<file path="config.mk">
export PLATFORM = sky130hd
export DESIGN_NAME = branch_target_unit_flat
export DESIGN_NICKNAME = d
export VERILOG_FILES = /design/src/rtl/branch_target_unit_if.sv /design/src/rtl/branch_target_unit.sv /design/src/flat_wrapper.sv
export SDC_FILE = /design/constraint.sdc
export NUM_CORES = 1
export LEC_CHECK = 0
export CORE_MARGIN = 2
export CORE_UTILIZATION = 25
export CTS_CLUSTER_DIAMETER = 120
export CTS_CLUSTER_SIZE = 8
export DETAILED_ROUTE_END_ITERATION = 6
export PLACE_DENSITY_LB_ADDON = 0.05
export SETUP_SLACK_MARGIN = 0.05
export SLEW_MARGIN = 20
export SYNTH_ARGS = -nofsm -noshare
export SYNTH_HDL_FRONTEND = slang
export SYNTH_SLANG_ARGS = --single-unit
</file>
<file path="constraint.sdc">
create_clock -name clk -period 3.6 [get_ports clk]
set_input_delay 0.36 -clock clk [delete_from_list [all_inputs] [get_ports clk]]
set_output_delay 0.36 -clock clk [all_outputs]
set_load 0.02 [all_outputs]
</file>
<file path="src/rtl/branch_target_unit_if.sv">
// Bundle between the ID-stage target generator and its neighbours: instruction
// capture controls on the way in, registered target/link/RAS prediction on the way out.
interface branch_target_unit_if #(
    parameter int XLEN = 32
);
    logic            in_valid;
    logic            stall;
    logic            flush;
    logic [31:0]     inst_in;
    logic [XLEN-1:0] pc_in;
    logic [XLEN-1:0] rs1_data;
    logic            out_valid;
    logic [1:0]      kind;
    logic [XLEN-1:0] target;
    logic [XLEN-1:0] link_addr;
    logic [XLEN-1:0] ras_pred;
    logic            ras_hit;

    modport master (
        output in_valid, stall, flush, inst_in, pc_in, rs1_data,
        input  out_valid, kind, target, link_addr, ras_pred, ras_hit
    );

    modport slave (
        input  in_valid, stall, flush, inst_in, pc_in, rs1_data,
        output out_valid, kind, target, link_addr, ras_pred, ras_hit
    );
endinterface

</file>
<file path="src/rtl/branch_target_unit.sv">
// ID-stage branch/JAL/JALR target and link generator with a circular return-address
// stack; one registered stage that honours stall and flush.
module branch_target_unit #(
    parameter int XLEN      = 32,
    parameter int RAS_DEPTH = 4
) (
    input logic               clk,
    input logic               rst_n,
    branch_target_unit_if.slave bus
);
    localparam int STAGES = 1;
    localparam int PW     = $clog2(RAS_DEPTH);
    localparam int CW     = $clog2(RAS_DEPTH + 1);

    localparam logic [1:0] K_NONE   = 2'b00;
    localparam logic [1:0] K_BRANCH = 2'b01;
    localparam logic [1:0] K_JAL    = 2'b10;
    localparam logic [1:0] K_JALR   = 2'b11;

    typedef struct packed {
        logic [1:0]      kind;
        logic [XLEN-1:0] target;
        logic [XLEN-1:0] link;
        logic [XLEN-1:0] pred;
        logic            hit;
    } rsp_t;

    logic [31:0]     inst;
    logic [4:0]      rd, rs1;
    logic [XLEN-1:0] imm_b, imm_j, imm_i, four;
    logic            is_br, is_jal, is_jalr;
    logic            link_rd, link_rs1, do_push, do_pop, pop_ok, accept;
    logic [PW-1:0]   ras_ptr, top_idx;
    logic [CW-1:0]   ras_cnt;
    logic [XLEN-1:0] ras_mem [RAS_DEPTH];
    logic [STAGES:0] vld_pipe;
    rsp_t            rsp_d, rsp_q;

    assign inst    = bus.inst_in;
    assign rd      = inst[11:7];
    assign rs1     = inst[19:15];
    assign is_br   = inst[6:0] == 7'b1100011;
    assign is_jal  = inst[6:0] == 7'b1101111;
    assign is_jalr = inst[6:0] == 7'b1100111;
    assign imm_b   = {{(XLEN-13){inst[31]}}, inst[31], inst[7], inst[30:25], inst[11:8], 1'b0};
    assign imm_j   = {{(XLEN-21){inst[31]}}, inst[31], inst[19:12], inst[20], inst[30:21], 1'b0};
    assign imm_i   = {{(XLEN-12){inst[31]}}, inst[31:20]};
    assign four    = {{(XLEN-3){1'b0}}, 3'd4};

    assign link_rd  = (rd == 5'd1) || (rd == 5'd5);
    assign link_rs1 = (rs1 == 5'd1) || (rs1 == 5'd5);
    assign accept   = bus.in_valid & ~bus.stall & ~bus.flush;
    assign top_idx  = ras_ptr - 1'b1;
    assign pop_ok   = do_pop && (ras_cnt != '0);
    assign vld_pipe[0] = accept;

    // Link-register hint table; a matching rd/rs1 pair on JALR is a plain push.
    always_comb begin
        do_push = 1'b0;
        do_pop  = 1'b0;
        if (is_jal) begin
            do_push = link_rd;
        end else if (is_jalr) begin
            do_push = link_rd;
            do_pop  = link_rs1 && (!link_rd || rd != rs1);
        end
    end

    always_comb begin
        rsp_d      = '0;
        rsp_d.link = bus.pc_in + four;
        rsp_d.hit  = pop_ok;
        rsp_d.pred = pop_ok ? ras_mem[top_idx] : '0;
        if (is_br) begin
            rsp_d.kind   = K_BRANCH;
            rsp_d.target = bus.pc_in + imm_b;
        end else if (is_jal) begin
            rsp_d.kind   = K_JAL;
            rsp_d.target = bus.pc_in + imm_j;
        end else if (is_jalr) begin
            rsp_d.kind   = K_JALR;
            rsp_d.target = (bus.rs1_data + imm_i) & ~{{(XLEN-1){1'b0}}, 1'b1};
        end else begin
            rsp_d.kind   = K_NONE;
            rsp_d.target = bus.pc_in + four;
        end
    end

    always_ff @(posedge clk or negedge rst_n) begin
        if (!rst_n) begin
            vld_pipe[STAGES] <= 1'b0;
            rsp_q            <= '0;
        end else if (bus.flush) begin
            vld_pipe[STAGES] <= 1'b0;
            rsp_q.hit        <= 1'b0;
            rsp_q.kind       <= K_NONE;
        end else if (!bus.stall) begin
            vld_pipe[STAGES] <= vld_pipe[0];
            if (bus.in_valid) rsp_q <= rsp_d;
            else              rsp_q.hit <= 1'b0;
        end
    end

    // Pop-then-push on a live stack rewrites the top in place; on an empty one it is a push.
    always_ff @(posedge clk or negedge rst_n) begin
        if (!rst_n) begin
            ras_ptr <= '0;
            ras_cnt <= '0;
        end else if (accept) begin
            if (do_push && !pop_ok) begin
                ras_ptr <= ras_ptr + 1'b1;
                if (ras_cnt != CW'(RAS_DEPTH)) ras_cnt <= ras_cnt + 1'b1;
            end else if (pop_ok && !do_push) begin
                ras_ptr <= top_idx;
                ras_cnt <= ras_cnt - 1'b1;
            end
        end
    end

    always_ff @(posedge clk) begin
        if (accept && do_push) ras_mem[pop_ok ? top_idx : ras_ptr] <= rsp_d.link;
    end

    assign bus.out_valid = vld_pipe[STAGES];
    assign bus.kind      = rsp_q.kind;
    assign bus.target    = rsp_q.target;
    assign bus.link_addr = rsp_q.link;
    assign bus.ras_pred  = rsp_q.pred;
    assign bus.ras_hit   = rsp_q.hit;
endmodule

</file>
<file path="src/flat_wrapper.sv">
// flat-port wrapper written by rule: the top's interface ports become plain ports
module branch_target_unit_flat 
#(
    parameter int XLEN      = 32,
    parameter int RAS_DEPTH = 4
)
  (clk, rst_n, bus_in_valid, bus_stall, bus_flush, bus_inst_in, bus_pc_in, bus_rs1_data, bus_out_valid, bus_kind, bus_target, bus_link_addr, bus_ras_pred, bus_ras_hit);
  branch_target_unit_if #(.XLEN(XLEN)) bus_i ();
  input logic clk;
  input logic rst_n;
  input wire logic [$bits(bus_i.in_valid)-1:0] bus_in_valid;
  input wire logic [$bits(bus_i.stall)-1:0] bus_stall;
  input wire logic [$bits(bus_i.flush)-1:0] bus_flush;
  input wire logic [$bits(bus_i.inst_in)-1:0] bus_inst_in;
  input wire logic [$bits(bus_i.pc_in)-1:0] bus_pc_in;
  input wire logic [$bits(bus_i.rs1_data)-1:0] bus_rs1_data;
  output wire logic [$bits(bus_i.out_valid)-1:0] bus_out_valid;
  output wire logic [$bits(bus_i.kind)-1:0] bus_kind;
  output wire logic [$bits(bus_i.target)-1:0] bus_target;
  output wire logic [$bits(bus_i.link_addr)-1:0] bus_link_addr;
  output wire logic [$bits(bus_i.ras_pred)-1:0] bus_ras_pred;
  output wire logic [$bits(bus_i.ras_hit)-1:0] bus_ras_hit;
  assign bus_i.in_valid = bus_in_valid;
  assign bus_i.stall = bus_stall;
  assign bus_i.flush = bus_flush;
  assign bus_i.inst_in = bus_inst_in;
  assign bus_i.pc_in = bus_pc_in;
  assign bus_i.rs1_data = bus_rs1_data;
  assign bus_out_valid = bus_i.out_valid;
  assign bus_kind = bus_i.kind;
  assign bus_target = bus_i.target;
  assign bus_link_addr = bus_i.link_addr;
  assign bus_ras_pred = bus_i.ras_pred;
  assign bus_ras_hit = bus_i.ras_hit;
  branch_target_unit #(.XLEN(XLEN), .RAS_DEPTH(RAS_DEPTH)) u_core (.clk(clk), .rst_n(rst_n), .bus(bus_i));
endmodule
</file>
==> flow_summary.toml <==
[run_status]
outcome = "complete, no violations"

[global_route]
first_global_vias = 12750
pin_count_of_the_biggest_net_entering_global_routing = 72
overflow = 0
antenna_found_initial = 0
wire_length_of_the_first_global_routing_pass_um = 82590
total_global_routing_track_utilization_pct = 18.16

[synthesis]
synthFlopType = "sky130_fd_sc_hd__edfxtp_1"
synth_warnings = 0
netlist-cell-type-count = 92
mappedNetlistNets = 1650
seq_area_frac_synth_pct = 43.98
async_set_or_reset_register_ratio_after_synthesis_pct = 45.06
number_of_instances_in_the_synthesized_netlist = 1468
synth_enable_flop_cells = 128
seq_cells_post_synth = 233
syn_avg_cell_area_sq_um = 10.02
post_synth_instance_area_sq_um = 14720

[min_path]
hold_path_class = "input pin to async pin"

[worst_setup_path]
critical_path.startpoint_type = "input pin"
timing.critical_path.slowest_stage_cell = "sky130_fd_sc_hd__clkdlybuf4s50_1"
delay_of_the_slowest_cell_on_the_worst_path_ns = 0.61
timing.rr.end = "u_core.ras_mem[0][6]"
ff2ff_path_depth = 8
worst-setup-path-type = "input pin to flip-flop"
critical_path.reg2reg.startpoint = "u_core.ras_cnt[1]"
crit_path_cell_chain = "clkdlybuf4s50_1, ha_1, a211oi_1, o21ai_0, a211oi_1, buf_4, o211ai_1, buf_4, a31oi_1, xnor2_1, a221oi_1, a21oi_1"
timing.critical_path.fanout_max = 6
timing.critical_path.to_type = "flip-flop"
worst_ep_arrival_time_ns = 3.56
rrSetupSlack_ns = 1.37
critPathRequiredTime_ns = 3.98

[power_and_ir_drop]
irDropWorstVdd_mv = 0.2790
share_clk_of_total_power_pct = 38.2
power.net_switching_uw = 2409
seqPwrFrac_pct = 37.8
power.share.switching_pct = 29.89
comb_power_share_pct = 24.0
leakage_uw = 0.007504
power.density_nw_per_um2 = 415.9
internal_power_uw = 5652

[layout]
post_route_cells_drive_above_1_share_pct = 13.37
final_common_cell = "sky130_fd_sc_hd__nand2_1"
area_delta_synth_final_pct = 31.73
design.final.nets = 1929
postLayoutCoreUtil_pct = 33.47
stdcell_area_sq_um = 19380
layout_common_cells = "232 x sky130_fd_sc_hd__nand2_1, 198 x sky130_fd_sc_hd__clkdlybuf4s50_1, 128 x sky130_fd_sc_hd__edfxtp_1, 108 x sky130_fd_sc_hd__buf_4, 107 x sky130_fd_sc_hd__o21ai_0"
layout.cells.non_filler = 2539

[placement]
placedInstanceArea_sq_um = 18350
place_congestion = 0.8979
port_buffers = 200
placedCellCount = 2474
detailedPlacementHpwl_um = 42860

[sta]
fin_skew_ns = 0.01705
fin_worst_hold_slack_ns = 0.4280
grt_setup_unrepaired = "no"
setup-violations-final = 0
timing.fmax_mhz = 314.0
maxSlewHeadroom_pct = 46.35
final_count_of_hold_timing_violations = 0
layout_worst_path_cycle_share_pct = 88.46
layout_min_cycle_time_ns = 3.185
slew_violations = 0
tightest_slew_ns = 0.8048

[die]
floorplan.initialDensity_pct = 25.41
placement_rows = 88
floorplan.core_area_sq_um = 57920
number_of_i_o_pins = 201
die-width_um = 246.6
floorplan.die_area_sq_um = 60820
die_height_um = 246.6

[routing]
detailroute.via_count = 12490
tritonroute_pass_1_iters = 5
routed_wire_length_per_instance_um = 21.85
wl_um = 55480
count_of_nets_left_with_antenna_violations_after_detail_routing = 0
drt_iter0_drc = 628
post-route-drc-count = 0
detail_route.vias_per_cell = 4.917

[clock_network]
clkLatencyLatePin_ns = 0.51
number_of_gates_resized_after_cts = 0
clkSlewWorstSetupHoldPaths_ns = 0.05
cts_inserted_buffers = 35
htree_levels = 2
tritoncts = "yes"
cts.sinks = 233
clockRootBuffer = "sky130_fd_sc_hd__clkbuf_16"
clk_path_buf_depth = 3

[job]
maxCapViolations = 0
cell families (layout without fill, tap and decap cells):
family / Yosys count / in the layout / share of synthesized area [%]
simple gates: 462 / 462 / 14.52
other cells: 0 / 1 / 0
fa+ha+maj: 81 / 81 / 7.040
xor+xnor: 91 / 91 / 5.416
buf+inv: 112 / 417 / 3.222
mux: 48 / 48 / 6.011
flops: 233 / 233 / 43.98
compound gates: 441 / 441 / 19.81
cell usage after synthesis (6+ instances only):
master	instances	area share (%)
sky130_fd_sc_hd__nand2_1	232	5.9
sky130_fd_sc_hd__edfxtp_1	128	26
sky130_fd_sc_hd__o21ai_0	107	3.6
sky130_fd_sc_hd__dfrtp_1	105	18
sky130_fd_sc_hd__a21oi_1	92	3.1
sky130_fd_sc_hd__nor2_1	79	2.0
sky130_fd_sc_hd__ha_1	78	6.6
sky130_fd_sc_hd__xnor2_1	50	3.0
sky130_fd_sc_hd__clkbuf_1	49	1.2
sky130_fd_sc_hd__xor2_1	41	2.4
sky130_fd_sc_hd__inv_1	37	0.94
sky130_fd_sc_hd__mux4_2	32	4.9
sky130_fd_sc_hd__nand3_1	32	1.1
sky130_fd_sc_hd__a21o_1	29	1.5
sky130_fd_sc_hd__a211oi_1	23	1.2
sky130_fd_sc_hd__a31oi_1	21	0.89
sky130_fd_sc_hd__and3_1	21	0.89
sky130_fd_sc_hd__nand4_1	20	0.85
sky130_fd_sc_hd__a221oi_1	17	1.0
sky130_fd_sc_hd__o22ai_1	16	0.68
sky130_fd_sc_hd__o211ai_1	15	0.77
sky130_fd_sc_hd__o21ai_1	15	0.51
sky130_fd_sc_hd__nor3_1	14	0.48
sky130_fd_sc_hd__o21a_1	14	0.71
sky130_fd_sc_hd__mux2i_1	13	0.88
sky130_fd_sc_hd__and2_1	12	0.51
sky130_fd_sc_hd__o21bai_1	12	0.61
sky130_fd_sc_hd__buf_1	9	0.23
sky130_fd_sc_hd__buf_2	9	0.31
sky130_fd_sc_hd__a211o_1	6	0.36
sky130_fd_sc_hd__a31o_2	6	0.36
sky130_fd_sc_hd__and4_1	6	0.36
sky130_fd_sc_hd__o221ai_1	6	0.36
sky130_fd_sc_hd__o31ai_1	6	0.31
sky130_fd_sc_hd__or3_1	6	0.26
how the worst max path moves through the flow:
stage / from / endpoint / slack [ns] / depth (start not counted)
final: bus_pc_in[2] / u_core.bus.target[28] / 0.42 / 12
after floorplan: bus_inst_in[3] / u_core.ras_mem[3][0] / 0.32 / 8
after global placement: bus_pc_in[2] / u_core.bus.target[30] / -0.04 / 12
after global routing: bus_pc_in[2] / u_core.bus.target[22] / 0.29 / 12
after detailed placement: bus_pc_in[2] / u_core.bus.target[22] / -0.05 / 12
after CTS: bus_pc_in[2] / u_core.bus.target[22] / 0.49 / 12
power by group through the flow:
stage	clock, uW	sequential [uW]	combinational, uW
after floorplan	0	3210	910
after global placement	0	3100	1940
after detailed placement	0	3100	1940
after CTS	3190	3060	1950
after global routing	3290	3060	2120
final	3080	3050	1930
final cells by class:
class | count | area, sq um
well taps | 765 | 957.2
clock inverters | 3 | 33.78
repair buffers | 316 | 2968
inverters | 38 | 142.6
flip-flops and latches | 233 | 6475
fillers | 6086 | 38530
diodes | 1 | 2.502
multi-input cells | 1123 | 7815
clock buffers | 60 | 991.0
metrics by stage:
stage	total power [uW]	TNS (ns)	setup slack [ns]
after global routing	8475	0	0.2911
after detailed placement	5042	-0.1560	-0.04687
after global placement	5045	-0.1048	-0.04139
final	8061	0	0.4153
after CTS	8194	0	0.4861
after floorplan	4124	0	0.3231
state kept, by name, summed over array words and instances (netlist names):
| register | count |
|---|---|
| u_core.bus.ras_hit | 1 |
| u_core.ras_mem | 128 |
| u_core.bus.target | 32 |
| u_core.bus.kind | 2 |
| u_core.bus.out_valid | 1 |
| u_core.ras_cnt | 3 |
| u_core.ras_ptr | 2 |
| u_core.bus.ras_pred | 32 |
| u_core.bus.link_addr | 32 |
repair_timing:
item,4_1_cts,5_1_grt
buffers inserted,0,0
hold endpoints to repair,43,0
hold buffers,1,0
per-layer routing:
metal	global-route usage (%)	up-vias	wire, um
li1	-	6073	-
met1	24.85	6119	26020
met2	31.00	244	26770
met3	1.830	49	1825
met4	3.685	0	871
met5	0	-	0
worst max-delay path, delay by kind of cell:
kind	cells	cell delay [ns]
AOI/OAI and AO/OA	7	1.82
xor gates and xnor gates	1	0.09
adders and majority gates	1	0.29
buffers and inverters	3	0.99
Power figures use the tool's default switching activity.
